--- src/rtl/apb_spi_master_bridge_if.sv ---
// apb_spi_master_bridge_if: groups the APB slave bus and the
// spi_master_driver handshake of apb_spi_master_bridge.
// The "slave" modport is the bridge's view; "master" is the view of whatever
// drives the bus and models the SPI driver.
`timescale 1ns/1ps

interface apb_spi_master_bridge_if;
  // APB side
  logic        psel_i;
  logic        penable_i;
  logic        pwrite_i;
  logic [3:0]  paddr_i;
  logic [31:0] pwdata_i;
  logic [31:0] prdata_o;
  logic        pready_o;
  logic        pslverr_o;
  // spi_master_driver side
  logic        drv_start_o;
  logic [7:0]  drv_data_o;
  logic        drv_busy_i;
  logic [7:0]  drv_data_i;

  modport slave (
    input  psel_i, penable_i, pwrite_i, paddr_i, pwdata_i,
    output prdata_o, pready_o, pslverr_o,
    output drv_start_o, drv_data_o,
    input  drv_busy_i, drv_data_i
  );

  modport master (
    output psel_i, penable_i, pwrite_i, paddr_i, pwdata_i,
    input  prdata_o, pready_o, pslverr_o,
    input  drv_start_o, drv_data_o,
    output drv_busy_i, drv_data_i
  );
endinterface

--- src/rtl/apb_spi_master_bridge.sv ---
// apb_spi_master_bridge: APB slave in front of spi_master_driver.
// TXDATA writes are queued in a TX FIFO; a small engine hands bytes to the
// driver one at a time and pushes every received byte into an RX FIFO that
// the CPU drains through RXDATA.
// Optional feature: define APB_SPI_IRQ_EN to add the irq_o port and make
// CTRL bit1 (irq_en) writable.
`timescale 1ns/1ps

module apb_spi_master_bridge #(
  parameter int FIFO_DEPTH = 4
) (
  input  logic clk_i,
  input  logic rst_n_i,
`ifdef APB_SPI_IRQ_EN
  output logic irq_o,
`endif
  apb_spi_master_bridge_if.slave bus
);

  localparam int PTR_W = $clog2(FIFO_DEPTH);
  localparam int CNT_W = PTR_W + 1;
  localparam logic [CNT_W-1:0] DEPTH = CNT_W'(FIFO_DEPTH);

  typedef enum logic [1:0] {
    IDLE    = 2'd0,
    START   = 2'd1,
    XFER    = 2'd2,
    CAPTURE = 2'd3
  } state_t;

  typedef enum logic [1:0] {
    REG_TXDATA = 2'd0,
    REG_RXDATA = 2'd1,
    REG_STATUS = 2'd2,
    REG_CTRL   = 2'd3
  } reg_sel_t;

  // ---------------------------------------------------------------------------
  // APB decode
  // ---------------------------------------------------------------------------
  logic     access;
  reg_sel_t reg_sel;

  assign access  = bus.psel_i & bus.penable_i;
  assign reg_sel = reg_sel_t'(bus.paddr_i[3:2]);

  // Only byte lanes and word address bits that carry meaning are decoded.
  logic unused_bits;
  assign unused_bits = ^{bus.paddr_i[1:0], bus.pwdata_i[31:8]};

  // ---------------------------------------------------------------------------
  // FIFO storage and flags
  // ---------------------------------------------------------------------------
  logic [7:0]       tx_mem [FIFO_DEPTH];
  logic [PTR_W-1:0] tx_wr_ptr, tx_rd_ptr;
  logic [CNT_W-1:0] tx_count;
  logic [7:0]       rx_mem [FIFO_DEPTH];
  logic [PTR_W-1:0] rx_wr_ptr, rx_rd_ptr;
  logic [CNT_W-1:0] rx_count;

  logic tx_full, tx_empty, rx_full, rx_empty;
  logic tx_push, tx_pop, rx_push, rx_pop;
  logic [7:0] tx_head, rx_head;

  assign tx_full  = (tx_count == DEPTH);
  assign tx_empty = (tx_count == '0);
  assign rx_full  = (rx_count == DEPTH);
  assign rx_empty = (rx_count == '0);
  assign tx_head  = tx_mem[tx_rd_ptr];
  assign rx_head  = rx_mem[rx_rd_ptr];

  // ---------------------------------------------------------------------------
  // Control register and engine state
  // ---------------------------------------------------------------------------
  logic   enable;
  logic   irq_en;
  state_t state, state_next;
  logic   drv_start_q, drv_start_next;
  logic [7:0] drv_data_q, drv_data_next;
  logic   engine_busy;

  assign engine_busy = (state != IDLE);

  // A rejected write (FIFO full) or read (FIFO empty) leaves the FIFO alone.
  assign tx_push = access &  bus.pwrite_i & (reg_sel == REG_TXDATA) & ~tx_full;
  assign rx_pop  = access & ~bus.pwrite_i & (reg_sel == REG_RXDATA) & ~rx_empty;
  assign tx_pop  = (state == START) & bus.drv_busy_i & ~tx_empty;
  assign rx_push = (state == CAPTURE) & ~rx_full;

  // TX FIFO: pointers wrap naturally because the depth is a power of two.
  always_ff @(posedge clk_i or negedge rst_n_i) begin
    if (!rst_n_i) begin
      tx_wr_ptr <= '0;
      tx_rd_ptr <= '0;
      tx_count  <= '0;
      // NOTE: the storage is cleared too, so a reset leaves no stale bytes
      // visible on the read port; a FIFO that only resets its pointers would
      // be cheaper but would expose old data at the head.
      for (int i = 0; i < FIFO_DEPTH; i++) tx_mem[i] <= '0;
    end else begin
      // NOTE: non-blocking assignments everywhere in clocked blocks, so every
      // register samples the pre-edge value of every other register.
      if (tx_push) begin
        tx_mem[tx_wr_ptr] <= bus.pwdata_i[7:0];
        tx_wr_ptr         <= tx_wr_ptr + 1'b1;
      end
      if (tx_pop) tx_rd_ptr <= tx_rd_ptr + 1'b1;
      case ({tx_push, tx_pop})
        2'b10:   tx_count <= tx_count + 1'b1;
        2'b01:   tx_count <= tx_count - 1'b1;
        default: tx_count <= tx_count;
      endcase
    end
  end

  // RX FIFO: filled by the engine, drained by RXDATA reads.
  always_ff @(posedge clk_i or negedge rst_n_i) begin
    if (!rst_n_i) begin
      rx_wr_ptr <= '0;
      rx_rd_ptr <= '0;
      rx_count  <= '0;
      for (int i = 0; i < FIFO_DEPTH; i++) rx_mem[i] <= '0;
    end else begin
      if (rx_push) begin
        rx_mem[rx_wr_ptr] <= bus.drv_data_i;
        rx_wr_ptr         <= rx_wr_ptr + 1'b1;
      end
      if (rx_pop) rx_rd_ptr <= rx_rd_ptr + 1'b1;
      case ({rx_push, rx_pop})
        2'b10:   rx_count <= rx_count + 1'b1;
        2'b01:   rx_count <= rx_count - 1'b1;
        default: rx_count <= rx_count;
      endcase
    end
  end

  // CTRL register (and the optional registered interrupt).
`ifdef APB_SPI_IRQ_EN
  logic irq_q;

  always_ff @(posedge clk_i or negedge rst_n_i) begin
    if (!rst_n_i) begin
      enable <= 1'b0;
      irq_en <= 1'b0;
      irq_q  <= 1'b0;
    end else begin
      if (access && bus.pwrite_i && reg_sel == REG_CTRL) begin
        enable <= bus.pwdata_i[0];
        irq_en <= bus.pwdata_i[1];
      end
      irq_q <= irq_en & (~rx_empty | tx_empty);
    end
  end

  assign irq_o = irq_q;
`else
  always_ff @(posedge clk_i or negedge rst_n_i) begin
    if (!rst_n_i) begin
      enable <= 1'b0;
    end else if (access && bus.pwrite_i && reg_sel == REG_CTRL) begin
      enable <= bus.pwdata_i[0];
    end
  end

  assign irq_en = 1'b0;
`endif

  // Engine state and the registered driver-facing outputs.
  always_ff @(posedge clk_i or negedge rst_n_i) begin
    if (!rst_n_i) begin
      state       <= IDLE;
      drv_start_q <= 1'b0;
      drv_data_q  <= '0;
    end else begin
      state       <= state_next;
      drv_start_q <= drv_start_next;
      drv_data_q  <= drv_data_next;
    end
  end

  // Engine next state; start is raised one cycle after entering START and
  // dropped on the edge that sees the driver go busy.
  always_comb begin
    // NOTE: every output of this block gets a default first, so no path can
    // leave a signal unassigned and infer a latch.
    state_next     = state;
    drv_start_next = 1'b0;
    drv_data_next  = drv_data_q;
    case (state)
      IDLE: begin
        if (enable && !tx_empty && !rx_full) state_next = START;
      end
      START: begin
        // The head is still the pre-pop byte on the popping edge, so the
        // value on drv_data_o does not change across the pop.
        drv_data_next = tx_head;
        if (bus.drv_busy_i) state_next = XFER;
        else                drv_start_next = 1'b1;
      end
      XFER: begin
        if (!bus.drv_busy_i) state_next = CAPTURE;
      end
      CAPTURE: begin
        state_next = IDLE;
      end
      default: state_next = IDLE;
    endcase
  end

  // Read data is decoded from the address alone; an empty RXDATA reads 0.
  always_comb begin
    bus.prdata_o = '0;
    case (reg_sel)
      REG_RXDATA: if (!rx_empty) bus.prdata_o[7:0] = rx_head;
      REG_STATUS: bus.prdata_o[4:0] = {engine_busy, rx_empty, rx_full, tx_empty, tx_full};
      REG_CTRL:   bus.prdata_o[1:0] = {irq_en, enable};
      default:    bus.prdata_o = '0;
    endcase
  end

  assign bus.pslverr_o = access & (( bus.pwrite_i & (reg_sel == REG_TXDATA) & tx_full) |
                                   (~bus.pwrite_i & (reg_sel == REG_RXDATA) & rx_empty));
  assign bus.pready_o    = 1'b1;
  assign bus.drv_start_o = drv_start_q;
  assign bus.drv_data_o  = drv_data_q;

endmodule

--- src/flat_wrapper.sv ---
// flat-port wrapper written by rule: the top's interface ports become plain ports
module apb_spi_master_bridge_flat 
#(
  parameter int FIFO_DEPTH = 4
)
  (clk_i, rst_n_i, bus_psel_i, bus_penable_i, bus_pwrite_i, bus_paddr_i, bus_pwdata_i, bus_prdata_o, bus_pready_o, bus_pslverr_o, bus_drv_start_o, bus_drv_data_o, bus_drv_busy_i, bus_drv_data_i);
  apb_spi_master_bridge_if bus_i ();
  input  logic clk_i;
  input  logic rst_n_i;
  input wire logic [$bits(bus_i.psel_i)-1:0] bus_psel_i;
  input wire logic [$bits(bus_i.penable_i)-1:0] bus_penable_i;
  input wire logic [$bits(bus_i.pwrite_i)-1:0] bus_pwrite_i;
  input wire logic [$bits(bus_i.paddr_i)-1:0] bus_paddr_i;
  input wire logic [$bits(bus_i.pwdata_i)-1:0] bus_pwdata_i;
  output wire logic [$bits(bus_i.prdata_o)-1:0] bus_prdata_o;
  output wire logic [$bits(bus_i.pready_o)-1:0] bus_pready_o;
  output wire logic [$bits(bus_i.pslverr_o)-1:0] bus_pslverr_o;
  output wire logic [$bits(bus_i.drv_start_o)-1:0] bus_drv_start_o;
  output wire logic [$bits(bus_i.drv_data_o)-1:0] bus_drv_data_o;
  input wire logic [$bits(bus_i.drv_busy_i)-1:0] bus_drv_busy_i;
  input wire logic [$bits(bus_i.drv_data_i)-1:0] bus_drv_data_i;
  assign bus_i.psel_i = bus_psel_i;
  assign bus_i.penable_i = bus_penable_i;
  assign bus_i.pwrite_i = bus_pwrite_i;
  assign bus_i.paddr_i = bus_paddr_i;
  assign bus_i.pwdata_i = bus_pwdata_i;
  assign bus_prdata_o = bus_i.prdata_o;
  assign bus_pready_o = bus_i.pready_o;
  assign bus_pslverr_o = bus_i.pslverr_o;
  assign bus_drv_start_o = bus_i.drv_start_o;
  assign bus_drv_data_o = bus_i.drv_data_o;
  assign bus_i.drv_busy_i = bus_drv_busy_i;
  assign bus_i.drv_data_i = bus_drv_data_i;
  apb_spi_master_bridge #(.FIFO_DEPTH(FIFO_DEPTH)) u_core (.clk_i(clk_i), .rst_n_i(rst_n_i), .bus(bus_i));
endmodule
--- config.mk ---
export PLATFORM = sky130hd
export DESIGN_NAME = apb_spi_master_bridge_flat
export DESIGN_NICKNAME = d
export VERILOG_FILES = /design/src/rtl/apb_spi_master_bridge_if.sv /design/src/rtl/apb_spi_master_bridge.sv /design/src/flat_wrapper.sv
export SDC_FILE = /design/constraint.sdc
export NUM_CORES = 1
export LEC_CHECK = 0
export CORE_MARGIN = 2
export CORE_UTILIZATION = 35
export DETAILED_ROUTE_END_ITERATION = 10
export PLACE_DENSITY_LB_ADDON = 0.2
export SLEW_MARGIN = 15
export SYNTH_ARGS = -nofsm -noshare
export SYNTH_HDL_FRONTEND = slang
export SYNTH_SLANG_ARGS = --single-unit
--- constraint.sdc ---
create_clock -name clk_i -period 2.6 [get_ports clk_i]
set_input_delay 0.26 -clock clk_i [delete_from_list [all_inputs] [get_ports clk_i]]
set_output_delay 0.26 -clock clk_i [all_outputs]
set_load 0.01 [all_outputs]
==> run metrics, run 1 <==
Max clock buf depth=2; DR vias=2,596; diode count=0; die span in x=118 microns; Worst Hold Class=in2async; global-route wire length before repair=14,100 microns; die area=0.0140 sq mm; Initial DRC Count=104; clock slew at reported path FFs=70 ps; Slew @ Worst Pin=618 ps; crit path max fanout=4; Critical Path Start Type=flop; Power Total=5700 uW; Synth top area share=49.1%; post-synthesis cell type count=42; area of the multi-input gates=0.00210 sq mm; Met2 Routed Length=4200 microns; CTS root buffer=clkbuf_16; maximum level of the CTS H-tree=3; setup TNS=0 ps; initial core utilization=36.0%; IO Pins=93; via/cell ratio=4.68; TritonCTS clock tree=built; area grow syn2layout=18.7%; critical path startpoint=u_core.rx_rd_ptr[0]; Final Skew=7.16 ps; Worst IR Drop VDD=0.555 mV; fraction of the cycle the final worst path needs=95.6%; clk_lat worst skew=350 ps; I/O Buffers=41; Total Routing Usage GR=13.1%; post-layout min period=2490 ps; fillers=1,205; Seq/Total Area, Yosys=49.1%; layout cells sized above 1=33.9%; Detail Route met3 WL=358 microns; Post-route DRC=0; CTS Buf Count=9; area leader, netlist=dfrtp_1; top cells by area, synth=dfrtp_1 (49%), mux2_2 (18%), mux4_2 (7.9%); fin area=0.00544 sq mm; Final nets=449; outcome=finished clean; initial antenna violation count=0; Slew Viols, Final=0; grt ovf=0; Final ANT Viol Nets=0; WP data arrival=2230 ps; R2R Path Start=u_core.tx_count[1]; post-CTS setup buffers=0; M1 WL=3730 microns; RSZ-0062 raised after global routing=false; wire length per cell=15.2 microns; Fmax=402 MHz; GPL Wtd Cong=0.803; largest net degree at the start of global routing=37; Max Cap Violations=0; worst slack, placed=28.2 ps; synth warn=0; vias in the first global route=2,718; Avg Inst Size Synth=14.1 sq um; final hold vios=0; Yosys reg bits=90; Synth Cell Area=0.00458 sq mm; Die Ht=118 microns; Core Rows=41; Setup crit end kind=output pin; core area=0.0127 sq mm; Critical Path RT=2340 ps; Reg area=0.00225 sq mm; relative slew slack=58.8%; # clock sinks=90; Post-DP Area=0.00514 sq mm; critical path class=reg2out; DPL Wire Length=6020 microns; Hold Slack=422 ps; drt pass-1 iters=4; Final WS setup=114 ps; Post-Synthesis Cells=324; Routed WL=8430 microns; Highest Signal Layer=met4; Leakage=0.00242 uW; Final Setup Violations=0; Pwr per Cell Area=1050 mW/mm^2
-- final cells by class --
| class | instances | share of cell area, % |
|---|---|---|
| timing repair buffer | 54 | 9.64 |
| clock inverter | 7 | 1.03 |
| clock buffer | 9 | 4.14 |
| sequential | 90 | 41.4 |
| inverter | 17 | 1.17 |
| tap | 172 | 3.96 |
| multi-input combinational | 206 | 38.6 |
-- synth_stat cells --
library cell and n:
xor2_1 7, nand2_2 1, conb_1 2, xnor2_1 5
nand4_1 2, or3_1 1, nand3_1 4, nor3b_1 2
dfrtp_1 90, nor2b_1 1, and2_1 3, or3_2 1
mux2_1 3, a222oi_1 1, or3b_1 2, buf_6 4
and2_4 1, buf_4 25, nand3_4 4, a22oi_1 1
ha_1 19, mux2_2 72, clkbuf_1 4, nand2_1 6
and4bb_1 1, and3_1 1, fa_1 2, nor2_1 6
nand4b_1 1, o32ai_1 1, buf_2 1, o31a_1 1
nor3_1 2, and4_1 1, nand3_2 4, mux2_4 1
a31oi_1 1, inv_1 17, mux4_2 16, a32oi_1 1
o32a_1 1, o21ai_0 5
-- what timing repair did --
action	CTS	global route
setup endpoints to repair	0	6
hold buffers	1	0
endpoints found under the hold margin	34	0
gates resized for setup	0	2
-- metrics by stage --
| stage | util [%] | instances |
|---|---|---|
| detailed placement | 40.4 | 538 |
| global route | 42.8 | 555 |
| CTS | 42.7 | 555 |
| global placement | 40.4 | 538 |
| floorplan | - | 347 |
| finish | 42.8 | 555 |
-- kinds of logic (layout without fill, tap and decap cells) --
logic type                 count (synthesis)  count (layout)  synth area share, %
and+or+nand+nor                           44              44                 6.99
AOI/OAI and AO/OA                         12              12                 1.86
xor gates and xnor gates                  12              12                 2.29
DFF                                       90              90                 49.1
muxes                                     92              92                 26.6
other                                      2              25                0.164
buffers and inverters                     51              87                 6.90
adders and majority gates                 21              21                 6.06
-- registers in the layout, summed over array words and instances (netlist names) --
| name | cells |
|---|---|
| u_core.tx_rd_ptr | 2 |
| u_core.tx_count | 3 |
| u_core.state | 2 |
| u_core.rx_count | 3 |
| u_core.tx_wr_ptr | 2 |
| u_core.enable | 1 |
| u_core.rx_rd_ptr | 2 |
| u_core.bus.drv_data_o | 8 |
| u_core.bus.drv_start_o | 1 |
| u_core.rx_mem | 32 |
| u_core.tx_mem | 32 |
| u_core.rx_wr_ptr | 2 |
-- cells in the final DEF (no fill, tap or decap), types with 2 or more instances in the layout --
cell             count
mux4_2              16
fa_1                 2
nor2_1               6
xor2_1               7
nand3_1              4
conb_1              25
mux2_2              72
ha_1                19
mux2_1               3
dfrtp_1             89
nor3b_1              2
xnor2_1              5
nor3_1               2
and2_1               3
buf_4               11
nand3_2              4
inv_6                4
inv_1               17
nand4_1              2
or3b_1               2
clkbuf_16            9
nand3_4              4
o21ai_0              5
nand2_1              6
clkdlybuf4s50_1     40
-- final timing paths --
kind	to	slack [ps]	cells past startpoint
max	bus_prdata_o[0]	110	4
min	u_core.bus.drv_start_o	420	2
min reg2reg	u_core.rx_mem[3]	490	1
max in group asynchronous	u_core.bus.drv_data_o[4]	1490	3
min in group clk_i	u_core.rx_mem[3]	490	1
max reg2reg	u_core.tx_count[2]	300	9
-- critical path, cell delays in order (launching register included) --
cell and delay, ps:
dfrtp_2 440, mux4_2 540, a222oi_1 350, nor2_1 80, clkdlybuf4s50_1 480
-- layer usage --
metal / GRT usage [%] / up-vias
li1: - / 1216
met1: 16.5 / 1320
met2: 21.2 / 48
met3: 4.30 / 12
met4: 4.24 / 0
met5: 0 / -
-- where the power goes --
| part | switching [uW] | leakage, uW | total [uW] | internal [uW] |
|---|---|---|---|---|
| sequential | 434 | 0.00112 | 2430 | 2000 |
| clock | 583 | 0.000137 | 1240 | 662 |
| combinational | 805 | 0.00116 | 2030 | 1220 |
Note: power is estimated with default switching activity, not from simulation.
==> inputs of run 2 (changes only) <==
==> constraint.sdc (replaced) <==
create_clock -name clk_i -period 3.2 [get_ports clk_i]
set_input_delay 0.32 -clock clk_i [delete_from_list [all_inputs] [get_ports clk_i]]
set_output_delay 0.32 -clock clk_i [all_outputs]
set_load 0.01 [all_outputs]
==> run metrics, run 2 (synthesized netlist as in run 1, its figures left out) <==
TritonCTS clock tree=built; most common cell after layout, fill and taps aside=dfrtp_1; GPL Wtd Cong=0.761; Slew Viols, Final=0; clock share of power=21.5%; global-route wire length before repair=13,900 microns; setup TNS=0 ps; largest net degree at the start of global routing=50; Worst Hold Class=in2async; Max Cap Violations=0; Final nets=440; clk_lat worst skew=340 ps; grt ovf=0; DR vias=2,584; Sw Pwr=1450 uW; relative slew slack=58.9%; Final Skew=6.50 ps; initial core utilization=36.0%; crit path max fanout=7; post-layout min period=2610 ps; clock slew at reported path FFs=60 ps; Core Rows=41; sequential power share=43.5%; post-CTS setup buffers=0; Leakage=0.00237 uW; CTS root buffer=clkbuf_16; initial antenna violation count=0; Slew @ Worst Pin=617 ps; Final WS setup=594 ps; Resized Gates After CTS=0; Worst path max stage delay=520 ps; Worst IR Drop VDD=0.320 mV; Power Total=4560 uW; Final Setup Violations=0; CTS Buf Count=9; WP buf/inv=2; Setup crit end kind=output pin; Post-route DRC=0; diode count=0; drt pass-1 iters=4; Hold Slack=-7.57 ps; area grow syn2layout=16.6%; Critical Path RT=2880 ps; fillers=1,195; internal power=3120 uW; CP max stage cell=mux4_2; cell family with most CP delay=buffers and inverters; Fmax=384 MHz; Total Routing Usage GR=12.9%; worst slack, placed=421 ps; Critical Path Start Type=flop; failing checks=hold timing; Finished Core Util=42.0%; maximum level of the CTS H-tree=3; DPL Wire Length=5920 microns; Comb pwr share=34.9%; Final ANT Viol Nets=0; CTS hold repair buffers=0; RSZ-0062 raised after global routing=false; core area=0.0127 sq mm; final hold vios=5; outcome=complete, but fails checks; IO Pins=93; switch share=31.7%; I/O Buffers=41; layout cells sized above 1=32.4%; critical path class=reg2out; die area=0.0140 sq mm; WP data arrival=2290 ps; die span in x=118 microns; most frequent cells in the layout=dfrtp_1 (90), mux2_2 (72), clkdlybuf4s50_1 (40); Routed WL=8270 microns; vias in the first global route=2,710; Pwr per Cell Area=853 mW/mm^2; # clock sinks=90; via/cell ratio=4.73; Max clock buf depth=2; Initial DRC Count=128; wire length per cell=15.1 microns; cell chain of the critical path=buf_4 -> mux4_2 -> a32oi_1 -> nor2_1 -> clkdlybuf4s50_1; Die Ht=118 microns; fraction of the cycle the final worst path needs=81.4%
-- run 2: cell types whose count changed in the layout (fill, tap and decap cells not counted) --
cell	previous run	this run
buf_4	11	5
buf_12	1	0
buf_6	1	0
clkinv_2	1	2
clkinv_4	1	0
clkinvlp_4	1	2
dfrtp_1	89	90
dfrtp_2	1	0
dlygate4sd3_1	1	0
inv_6	4	3
-- run 2: worst register-to-register path, stage by stage, from the launching register on --
cell and delay [ps]:
dfrtp_1 440, or3b_1 620, nand2_2 200, ha_1 200, inv_1 60, fa_1 370
xor2_1 150, nor2_1 110, xor2_1 160
-- run 2: layout make-up --
cell class	instances	area, sq um	area share (%)
Inverter	17	63.8	1.19
Clock buffer	9	225	4.21
Tap cell	172	215	4.02
Timing Repair Buffer	45	438	8.19
Clock inverter	7	51.3	0.959
Sequential cell	90	2250	42.1
Multi-Input combinational cell	206	2100	39.3
-- run 2: metal layers --
layer / track usage, % / share of wire [%] / up-vias
met1: 15.5 / 43 / 1321
met2: 21.9 / 51 / 55
met3: 3.81 / 4.6 / 13
met5: 0 / 0 / -
li1: - / - / 1195
met4: 4.61 / 1.7 / 0
-- run 2: metrics by stage --
| stage | std cells | instance area (sq um) |
|---|---|---|
| after floorplan | 347 | 4670 |
| after global placement | 530 | 5070 |
| after detailed placement | 530 | 5070 |
| after CTS | 546 | 5350 |
| after global routing | 546 | 5350 |
| final | 546 | 5350 |
-- run 2: path summary, 6_finish.rpt --
kind / from / endpoint / slack, ps / cells after the start
worst min-delay path: rst_n_i / u_core.bus.drv_start_o / -8 / 1
worst max register to register: u_core.rx_count[1] / u_core.rx_count[2] / 830 / 8
worst min register to register: u_core.rx_mem[7] / u_core.rx_mem[7] / 490 / 1
min in group clk_i: u_core.rx_mem[7] / u_core.rx_mem[7] / 490 / 1
worst max-delay path: u_core.rx_rd_ptr[0] / bus_prdata_o[2] / 590 / 5
max in group asynchronous: rst_n_i / u_core.rx_mem[25] / 2450 / 2
-- run 2: power groups by stage --
stage | Combinational (uW) | Clock [uW] | Sequential [uW]
2_1_floorplan | 1360 | 0 | 1840
3_5_place_dp | 1620 | 0 | 2020
6_report | 1590 | 983 | 1990
5_1_grt | 1760 | 1080 | 2070
4_1_cts | 1630 | 1020 | 2000
3_3_place_gp | 1590 | 0 | 1990
==> inputs of run 3 (changes only) <==
==> constraint.sdc (replaced) <==
create_clock -name clk_i -period 2.3 [get_ports clk_i]
set_input_delay 0.23 -clock clk_i [delete_from_list [all_inputs] [get_ports clk_i]]
set_output_delay 0.23 -clock clk_i [all_outputs]
set_load 0.01 [all_outputs]
==> run metrics, run 3 (synthesized netlist as in run 1, its figures left out) <==
outcome=finished clean; Die Ht=118 microns; most used cell, CP=buf_6; setup TNS=0 ps; WP data arrival=1950 ps; layout cells sized above 1=36.0%; CTS root buffer=clkbuf_16; Initial DRC Count=112; relative slew slack=64.9%; maximum level of the CTS H-tree=3; area of the multi-input gates=0.00210 sq mm; GR Layer Usage met3=4.30%; gr busiest metal=met2; I/O Buffers=41; Leakage=0.00254 uW; Worst path max stage delay=520 ps; Fmax=459 MHz; clock slew at reported path FFs=70 ps; CP max stage cell=mux4_2; diode count=0; post-layout min period=2180 ps; Max clock buf depth=2; Final Skew=6.20 ps; Final Setup Violations=0; final hold vios=0; # clock sinks=90; CTS Buf Count=9; Routed WL=8590 microns; die area=0.0140 sq mm; vias in the first global route=2,773; core area=0.0127 sq mm; area grow syn2layout=20.9%; cell chain of the critical path=buf_6 -> buf_6 -> mux4_2 -> nand3_1 -> nand2_1 -> dlygate4sd2_1; Final ANT Viol Nets=0; global-route wire length before repair=14,600 microns; DPL Wire Length=6050 microns; most common cell after layout, fill and taps aside=dfrtp_1; fraction of the cycle the final worst path needs=94.7%; Reg area=0.00225 sq mm; Total Routing Usage GR=13.5%; met2 track demand over resource=22.5%; via/cell ratio=4.64; Worst IR Drop VDD=0.661 mV; Core Rows=41; Post-DP Area=0.00521 sq mm; clk_lat worst skew=350 ps; DR vias=2,628; Slew Viols, Final=0; Post-route DRC=0; Critical Path Start Type=flop; initial antenna violation count=0; RSZ-0062 raised after global routing=true; Hold Slack=406 ps; WP buf/inv=3; grt ovf=0; initial core utilization=36.0%; Final WS setup=122 ps; crit path max fanout=5; IO Pins=93; Max Cap Violations=0; worst slack, placed=-204 ps; drt pass-1 iters=4; largest net degree at the start of global routing=54; fillers=1,195; critical path class=reg2out; Final nets=460; Critical Path RT=2070 ps; Setup crit end kind=output pin; GPL Wtd Cong=0.780; most frequent cells in the layout=dfrtp_1 (90), mux2_2 (72), clkdlybuf4s50_1 (31); Pwr per Cell Area=1200 mW/mm^2; M1 GR Usage=16.5%; Slew @ Worst Pin=527 ps; Finished Core Util=43.5%; fin area=0.00554 sq mm; TritonCTS clock tree=built; wire length per cell=15.2 microns; cell family with most CP delay=buffers and inverters; Worst Hold Class=in2async; die span in x=118 microns
run 3: cell types whose count changed in the layout (fill, tap and decap cells not counted), sizes merged:
cell,previous run,this run
clkinvlp,2,1
dlygate4sd2,0,6
inv,20,19
clkdlybuf4s50,40,31
clkbuf,9,12
bufinv,0,1
buf,5,24
dlymetal6s2s,0,1
dlygate4sd3,0,1
run 3: final timing paths:
| check | start | to | slack, ps | depth (start not counted) |
|---|---|---|---|---|
| max in group asynchronous | rst_n_i | u_core.rx_mem[9] | 1220 | 3 |
| hold / removal | rst_n_i | u_core.tx_count[1] | 410 | 2 |
| setup reg to reg | u_core.tx_count[1] | u_core.tx_count[1] | 160 | 6 |
| min in group clk_i | u_core.rx_mem[13] | u_core.rx_mem[13] | 500 | 1 |
| setup / recovery | u_core.rx_rd_ptr[0] | bus_prdata_o[4] | 120 | 6 |
| hold reg to reg | u_core.rx_mem[13] | u_core.rx_mem[13] | 500 | 1 |
run 3: metal layers:
metal / wire, microns / part of all wire [%]
met2: 4290 / 50
met1: 3790 / 44
met3: 375 / 4.4
met4: 131 / 1.5
met5: 0 / 0
run 3: power breakdown:
group	internal (uW)	leakage, uW	switching (uW)
registers	2260	0.00112	435
clock network	883	0.000150	643
logic	1430	0.00127	979
run 3: final cells by class:
class | instances | share of cell area (%)
multi-input combinational | 206 | 37.9
clock inverter | 6 | 1.31
timing repair buffer | 65 | 10.7
tap | 172 | 3.88
clock buffer | 10 | 4.31
inverter | 17 | 1.15
sequential | 90 | 40.7
run 3: per-stage QoR:
step                      cells  total power (uW)
final                       566              6620
after global routing        566              7100
after CTS                   566              6720
after detailed placement    547              5160
after global placement      547              5070
after floorplan             347              4460
run 3: worst register-to-register path: cells and delay by family (launching register included):
kind / cells / cell delay [ps]
DFF: 1 / 430
adders and majority gates: 2 / 620
buffers and inverters: 1 / 70
and+or+nand+nor: 2 / 790
AOI/OAI and AO/OA: 1 / 160
run 3: repair_timing:
item	CTS	global route
gates cloned	0	0
endpoints found under the hold margin	37	0
gates resized for setup	9	6
buffers inserted	2	0
setup endpoints to repair	8	3
pin swaps	1	2
hold buffers	1	0
